<file path="src/rtl/tlb_walker.sv">
// Two-level page-table walker: services TLB misses over a word-read port
// and fills the TLB or reports a fault / timeout exception code.
module tlb_walker #(
  parameter int TIMEOUT = 255
) (
  input  logic        clk,
  input  logic        rst_n,
  input  logic        clk_en,
  input  logic        req_valid,
  output logic        req_ready,
  input  logic        req_kmode,
  input  logic [11:0] req_pid,
  input  logic [19:0] req_vpn,
  input  logic [31:0] ptbr,
  input  logic        abort,
  output logic        mem_req,
  output logic [31:0] mem_addr,
  input  logic        mem_ack,
  input  logic [31:0] mem_rdata,
  output logic        tlb_we,
  output logic [31:0] tlb_key,
  output logic [31:0] tlb_data,
  output logic        done,
  output logic [7:0]  exc
);

  localparam int CW = (TIMEOUT < 2) ? 1 : $clog2(TIMEOUT + 1);

  localparam logic [7:0] EXC_OK   = 8'h00;
  localparam logic [7:0] EXC_KFLT = 8'h84;
  localparam logic [7:0] EXC_UFLT = 8'h85;
  localparam logic [7:0] EXC_TMO  = 8'h86;

  typedef enum logic [2:0] {
    S_IDLE,
    S_L1_REQ,
    S_L1_WAIT,
    S_L2_REQ,
    S_L2_WAIT,
    S_FILL,
    S_DONE
  } state_t;

  state_t r_state;
  state_t w_next;

  logic          r_kmode;
  logic [11:0]   r_pid;
  logic [19:0]   r_vpn;
  logic [19:0]   r_ptbr;
  logic [19:0]   r_l2base;
  logic [CW-1:0] r_cnt;
  logic [31:0]   r_key;
  logic [31:0]   r_data;
  logic [7:0]    r_exc;

  logic w_accept;
  logic w_abort;
  logic w_wait;
  logic w_l1;
  logic w_l2;
  logic w_ack;
  logic w_tmo;
  logic w_pte_ok;
  logic w_unused;

  assign w_l1     = (r_state == S_L1_REQ) || (r_state == S_L1_WAIT);
  assign w_l2     = (r_state == S_L2_REQ) || (r_state == S_L2_WAIT);
  assign w_wait   = (r_state == S_L1_WAIT) || (r_state == S_L2_WAIT);
  assign w_accept = req_valid && (r_state == S_IDLE) && clk_en;
  assign w_abort  = abort && clk_en && (r_state != S_IDLE);
  assign w_ack    = w_wait && mem_ack;
  assign w_tmo    = w_wait && !mem_ack && (r_cnt == CW'(TIMEOUT - 1));
  assign w_pte_ok = mem_rdata[0];
  assign w_unused = ^mem_rdata[11:1];

  always_comb begin
    w_next = r_state;
    unique case (r_state)
      S_IDLE:    if (req_valid) w_next = S_L1_REQ;
      S_L1_REQ:  w_next = S_L1_WAIT;
      S_L1_WAIT: begin
        if (w_ack)      w_next = w_pte_ok ? S_L2_REQ : S_DONE;
        else if (w_tmo) w_next = S_DONE;
      end
      S_L2_REQ:  w_next = S_L2_WAIT;
      S_L2_WAIT: begin
        if (w_ack)      w_next = w_pte_ok ? S_FILL : S_DONE;
        else if (w_tmo) w_next = S_DONE;
      end
      S_FILL:    w_next = S_DONE;
      S_DONE:    w_next = S_IDLE;
      default:   w_next = S_IDLE;
    endcase
    if (abort && r_state != S_IDLE) w_next = S_IDLE;
  end

  always_ff @(posedge clk or negedge rst_n) begin
    if (!rst_n) begin
      r_state  <= S_IDLE;
      r_kmode  <= 1'b0;
      r_pid    <= '0;
      r_vpn    <= '0;
      r_ptbr   <= '0;
      r_l2base <= '0;
      r_cnt    <= '0;
      r_key    <= '0;
      r_data   <= '0;
      r_exc    <= EXC_OK;
    end else if (clk_en) begin
      r_state <= w_next;
      r_cnt   <= w_wait ? r_cnt + 1'b1 : '0;
      if (w_accept) begin
        r_kmode <= req_kmode;
        r_pid   <= req_pid;
        r_vpn   <= req_vpn;
        r_ptbr  <= ptbr[31:12];
        r_exc   <= EXC_OK;
      end
      // abort discards any data returned in the same cycle
      if (!w_abort) begin
        if (w_ack && w_pte_ok && r_state == S_L1_WAIT)
          r_l2base <= mem_rdata[31:12];
        if (w_ack && w_pte_ok && r_state == S_L2_WAIT) begin
          r_key  <= {r_pid, r_vpn};
          r_data <= {26'b0, mem_rdata[17:12]};
        end
        if (w_ack && !w_pte_ok)
          r_exc <= r_kmode ? EXC_KFLT : EXC_UFLT;
        else if (w_tmo)
          r_exc <= EXC_TMO;
      end
    end
  end

  always_comb begin
    mem_addr = '0;
    if (w_l1)      mem_addr = {r_ptbr, r_vpn[19:10], 2'b00};
    else if (w_l2) mem_addr = {r_l2base, r_vpn[9:0], 2'b00};
  end

  assign req_ready = (r_state == S_IDLE);
  assign mem_req   = w_l1 || w_l2;
  assign tlb_we    = (r_state == S_FILL) && !w_abort;
  assign done      = (r_state == S_DONE) && !w_abort;
  assign tlb_key   = r_key;
  assign tlb_data  = r_data;
  assign exc       = r_exc;

endmodule

</file>
<file path="config.mk">
export PLATFORM = sky130hd
export DESIGN_NAME = tlb_walker
export DESIGN_NICKNAME = d
export VERILOG_FILES = /design/src/rtl/tlb_walker.sv
export SDC_FILE = /design/constraint.sdc
export NUM_CORES = 1
export LEC_CHECK = 0
export ABC_AREA = 1
export CAP_MARGIN = 20
export CORE_MARGIN = 3
export CORE_UTILIZATION = 45
export DETAILED_ROUTE_END_ITERATION = 7
export PLACE_DENSITY = 0.83
export SYNTH_ARGS = -nofsm -noshare
export SYNTH_HDL_FRONTEND = slang
export SYNTH_SLANG_ARGS = --single-unit
</file>
<file path="constraint.sdc">
create_clock -name clk -period 2.1 [get_ports clk]
set_clock_uncertainty 0.2 [all_clocks]
set_input_delay 0.315 -clock clk [delete_from_list [all_inputs] [get_ports clk]]
set_output_delay 0.315 -clock clk [all_outputs]
set_load 0.01 [all_outputs]
</file>
==> flow_summary.json, run 1 <==
{
  "area_delta_synth_final_pct": 52.66,
  "grt_max_degree": 43,
  "period_needed_ns": 2.391,
  "antenna_found_initial": 0,
  "hold_slack_ns": 0.2101,
  "worst_slew_pin_slew_ns": 0.5401,
  "cts_sinks": 130,
  "worst_ep_arrival_time_ns": 1.88,
  "vias": 5363,
  "crit_start": "r_state[1]",
  "grt_pass1_vias": 5140,
  "dr.pass1.iters": 6,
  "cts_made_buffers": 17,
  "synth_top_family_by_area": "simple AND/OR/NAND/NOR gates",
  "fin_area_um2": 8985,
  "placed_cells": 1020,
  "muxShareOfSynthArea": 0,
  "root_buffer": "clkbuf_16",
  "drive_above_1_share": 0.2062,
  "gp_congestion": 0.8620,
  "slew_headroom": 0.6399,
  "gr-total-overflow": 0,
  "rows": 41,
  "path_clk_slew_ns": 0.06,
  "synth.distinct_cells": 32,
  "ys_seq_area_frac": 0.5527,
  "drc_errors": 0,
  "required_ns": 1.58,
  "setup_ws_ns": -0.2908,
  "path_class": "flip-flop to primary output",
  "min_path_type": "input port to async pin",
  "path_cells": "buf_12 > nor2_4 > nand2_2 > o21ai_4 > buf_12 > buf_16 > buf_6 > a22o_1 > buf_2",
  "die-area_um2": 14490,
  "ys_ff_latch": 130,
  "grt_util_all_layers": 0.2323,
  "final_util": 0.7062,
  "rsz0062_at_grt": "true",
  "numPortBuffers": 159,
  "diodes": 0,
  "critPathMaxFanout": 7,
  "die_h_um": 120.4,
  "p_leak_uw": 0.004573,
  "path_common_cell": "buf_12",
  "initial_core_util": 0.4626,
  "cts_max_path_buffers": 2,
  "syn_inst": 689,
  "cts-htree-levels": 4,
  "drt_iter0_drc": 529,
  "synth_compound_area_frac": 0.1069,
  "end_kind": "primary output",
  "totalWireLength_um": 18120,
  "report.final.slew_viol_count": 0,
  "worst_path_max_delay_cell": "dfrtp_2",
  "peakVddDrop_mv": 0.7982,
  "synth-xor-area-share": 0.001488,
  "final_nets": 1003,
  "hold_viol_final": 0,
  "instances_no_fill": 1079,
  "setup_viol": 54,
  "hpwl_um": 10830,
  "clkLatencyLatePin_ns": 0.43,
  "grt_pass1_wl_um": 26150,
  "wl_per_cell_um": 16.80,
  "pin_count": 211,
  "critPathLaunchType": "flip-flop",
  "avgSynthCellArea_um2": 8.542,
  "timing.critical_path.slowest_cell_delay_ns": 0.42,
  "max_clock_freq_mhz": 418.3,
  "p_per_area_nw_per_um2": 1347,
  "antenna_left": 0,
  "r2r-start": "r_state[1]",
  "cts_tree": "yes",
  "period_share": 1.138,
  "synthAdderAreaFrac": 0.004252,
  "status": "finished, violations left",
  "viasPerCell": 4.970,
  "tns_ns": -8.371,
  "synth_warnings": 0,
  "maxCapViolations": 0,
  "placed_area_um2": 7760,
  "violations": "setup timing",
  "synthSimpleGateAreaFrac": 0.2317,
  "synth_area_um2": 5886,
  "core_um2": 12720,
  "die_w_um": 120.4
}
cells in the final DEF, fill, tap and decap left out, drive strengths merged, types with 4 or more instances in the layout:
master	count
a22o	30
conb	28
o21ai	65
nor2	21
inv	50
buf	93
nand3	9
nand2	301
clkdlybuf4s50	124
dfrtp	130
nor3	4
clkbuf	30
power breakdown:
part	switching, uW	internal [uW]	total, uW
combinational	2520	2640	5150
sequential	664	3460	4120
clock	1020	1800	2830
total	4210	7900	12100
cells by family after synthesis:
group / Yosys count
other: 1
AND/OR/NAND/NOR: 340
AO/OA/AOI/OAI: 102
adder cells (fa/ha/maj): 2
XOR/XNOR: 1
buffers and inverters: 113
flip-flops: 130
cell usage after synthesis (all sizes together):
library cell  count  area share
a21boi            1      0.0013
a21oi             3      0.0026
a22o             30       0.045
a31oi             1      0.0011
buf              51       0.063
clkbuf           12      0.0077
conb              1     0.00064
dfrtp           130        0.55
ha                2      0.0043
inv              50       0.032
nand2           301        0.20
nand3             9       0.011
nand3b            1      0.0013
nand4             2      0.0021
nor2             21       0.016
nor3              4      0.0034
nor4              1      0.0011
o21ai            65       0.055
o22ai             2      0.0021
or2               1      0.0011
xnor2             1      0.0015
final cells by class:
cell class                 instances  area, um^2
clock buffer                      22       474.2
clock inverter                     6       82.58
fill                             966        3737
inverter                          50       197.7
multi-input combinational        473        2349
sequential                       130        3256
tap                              172       215.2
timing repair buffer             226        2411
routing by layer:
metal,global-route usage,wire length (um),vias to the layer above
met4,0.07295,507,0
li1,-,-,2548
met1,0.2948,7388,2568
met2,0.3807,9055,202
met5,0,0,-
met3,0.07343,1172,45
per-stage QoR:
| stage | setup slack [ns] | power, uW |
|---|---|---|
| global placement | -0.1459 | 8286 |
| CTS | -0.3227 | 11740 |
| detailed placement | -0.1571 | 8432 |
| floorplan | 0.1792 | 6115 |
| finish | -0.2908 | 12100 |
| global route | -0.3607 | 12810 |
sequential cells by signal (all words and copies together) (netlist names), 6 cells and up:
name,count
r_pid,12
tlb_key,32
r_l2base,20
tlb_data,6
exc,8
r_cnt,8
r_vpn,20
r_ptbr,20
final timing paths:
check,to,slack (ns),cells after the start
setup / recovery,mem_addr[12],-0.29,9
max in group asynchronous,tlb_key[2],0.83,3
hold / removal,r_vpn[6],0.21,2
hold reg to reg,tlb_key[25],0.28,2
min in group clk,r_vpn[5],0.22,3
setup reg to reg,r_l2base[4],-0.11,14
worst max-delay path, delay by kind of cell (launching register included):
kind	cells	cell delay, ns
AOI/OAI and AO/OA	2	0.26
buffers and inverters	5	0.65
DFF	1	0.42
and+or+nand+nor	2	0.12
what timing repair did:
item | CTS | global route
gates cloned | 3 | 14
setup buffers | 6 | 8
resized for setup | 150 | 105
hold buffers | 1 | 0
endpoints found under the hold margin | 32 | 0
pin swaps | 5 | 25
endpoints found under the setup margin | 35 | 101
Power figures use the tool's default switching activity.
==> run 2: changes to the inputs <==
--- a/config.mk
+++ b/config.mk
@@ -6,8 +6,9 @@
 export NUM_CORES = 1
 export LEC_CHECK = 0
 export ABC_AREA = 1
+export ABC_CLOCK_PERIOD_IN_PS = 2100
 export CAP_MARGIN = 20
-export CORE_MARGIN = 3
+export CORE_MARGIN = 5
 export CORE_UTILIZATION = 45
 export DETAILED_ROUTE_END_ITERATION = 7
 export PLACE_DENSITY = 0.83
==> flow_summary.json, run 2 (synthesized netlist as in run 1, its figures left out) <==
{
  "cts_tree": "yes",
  "grt_max_degree": 44,
  "final_cell_mix": "nand2_1 (292), dfrtp_1 (128), clkdlybuf4s50_1 (124)",
  "required_ns": 1.58,
  "clkLatencyLatePin_ns": 0.42,
  "period_share": 1.114,
  "violations": "setup timing",
  "power_switching_uw": 4053,
  "report.final.slew_viol_count": 0,
  "p_comb_frac": 0.409,
  "numPortBuffers": 159,
  "vias": 5126,
  "grt_pass1_wl_um": 26810,
  "worst_path_max_delay_cell": "dfrtp_2",
  "hold_viol_final": 0,
  "worst_ep_arrival_time_ns": 1.83,
  "power_uw": 11640,
  "cts_sinks": 130,
  "setup_ws_ns": -0.2403,
  "rrSetupSlack_ns": 0.08,
  "p_int_uw": 7592,
  "grt_util_all_layers": 0.2138,
  "path_class": "flip-flop to primary output",
  "p_per_area_nw_per_um2": 1368,
  "antenna_left": 0,
  "power_frac_seq": 0.349,
  "totalWireLength_um": 16620,
  "placed_cells": 1023,
  "die_h_um": 124.4,
  "end_kind": "primary output",
  "path_clk_slew_ns": 0.05,
  "viasPerCell": 4.800,
  "diodes": 0,
  "antenna_found_initial": 0,
  "maxCapViolations": 0,
  "drive_above_1_share": 0.1652,
  "drt_iter0_drc": 325,
  "min_path_type": "input port to async pin",
  "initial_core_util": 0.4626,
  "die-area_um2": 15470,
  "timing.critical_path.slowest_cell_delay_ns": 0.45,
  "layout_commonest_cell": "nand2_1",
  "fillers": 1029,
  "setup_viol": 32,
  "instances_no_fill": 1068,
  "area_delta_synth_final_pct": 44.64,
  "critPathMaxFanout": 15,
  "wl_per_cell_um": 15.56,
  "peakVddDrop_mv": 0.9312,
  "p_leak_uw": 0.004399,
  "drc_errors": 0,
  "path_cells": "buf_4 > nand2_2 > o21ai_4 > clkbuf_16 > or2_2 > buf_2",
  "max_clock_freq_mhz": 427.3,
  "pin_count": 211,
  "power.clock.fraction": 0.241,
  "critPathLaunchType": "flip-flop",
  "period_needed_ns": 2.340,
  "swShare": 0.3480,
  "hpwl_um": 11160,
  "core_um2": 12720,
  "rsz0062_at_grt": "true",
  "dr.pass1.iters": 4,
  "die_w_um": 124.4,
  "largest_reg_flops": 32,
  "gr-total-overflow": 0,
  "cts_made_buffers": 17,
  "gp_congestion": 0.8382,
  "root_buffer": "clkbuf_16",
  "status": "finished, violations left",
  "grt_pass1_vias": 5342,
  "cts_max_path_buffers": 2,
  "cts-htree-levels": 4,
  "rows": 41,
  "final_nets": 988
}
-- run 2: cell types whose count changed in the layout (fill, tap and decap cells not counted), moves of 3 or more --
cell       before  now
o21ai_0        14   43
nand2_1       287  292
clkbuf_16      25   20
o21ai_1        26   20
nand2_2        10    5
buf_6          21   15
buf_8           3    0
o21ai_2        23    0
buf_4          28   32
buf_12         13    9
inv_2           4    8
-- run 2: final cells by class --
cell class / instances / area [um^2] / area share
flip-flops and latches: 130 / 3256 / 0.3824
multi-input cells: 473 / 2215 / 0.2601
repair buffers: 211 / 2073 / 0.2435
clock buffers: 23 / 488.0 / 0.05732
well taps: 172 / 215.2 / 0.02528
inverters: 50 / 187.7 / 0.02205
clock inverters: 9 / 78.83 / 0.009259
-- run 2: path summary, 6_finish.rpt --
kind	startpoint	end	cells after the start
setup / recovery	r_state[1]	mem_req	6
hold / removal	rst_n	r_ptbr[9]	2
setup reg to reg	r_state[0]	r_l2base[4]	12
hold reg to reg	r_pid[2]	tlb_key[22]	2
max in group asynchronous	rst_n	tlb_key[7]	3
min in group clk	req_vpn[17]	r_vpn[17]	3
-- run 2: timing repair --
action / in CTS / in global routing
buffers inserted: 7 / 3
gates cloned: 2 / 3
setup endpoints to repair: 34 / 42
endpoints found under the hold margin: 71 / 0
pin swaps: 4 / 13
gates resized for setup: 154 / 25
hold buffers: 1 / 0
-- run 2: layer usage --
metal / GRT usage / vias to the layer above / wire length, um
met5: 0 / - / 0
met4: 0.07350 / 0 / 381
met3: 0.06990 / 28 / 1176
met2: 0.3696 / 164 / 8366
met1: 0.2496 / 2419 / 6691
li1: - / 2515 / -
-- run 2: worst max-delay path, delay by kind of cell, from the launching register on --
kind / cells / cell delay [ns]
and+or+nand+nor: 2 / 0.37
DFF: 1 / 0.45
AOI/OAI and AO/OA: 1 / 0.09
buffers and inverters: 3 / 0.49
-- run 2: power groups by stage --
stage	clock network [uW]	registers, uW	logic, uW
finish	2810	4070	4770
global route	2970	4170	5230
CTS	2860	4050	4530
detailed placement	0	4070	4410
global placement	0	4030	4320
floorplan	0	4050	2060
-- run 2: through the flow --
step	worst slack, ns	utilization	TNS, ns	cell area, um^2	hold slack [ns]
2_1_floorplan	0.1792	-	0	5987	-0.1806
3_3_place_gp	-0.1885	0.6124	-4.290	7791	0.04717
3_5_place_dp	-0.1848	0.6124	-4.325	7791	0.05558
4_1_cts	-0.2636	0.6561	-6.987	8347	0.1810
5_1_grt	-0.3090	0.6692	-9.335	8513	0.2253
6_report	-0.2403	0.6692	-6.531	8513	0.1927
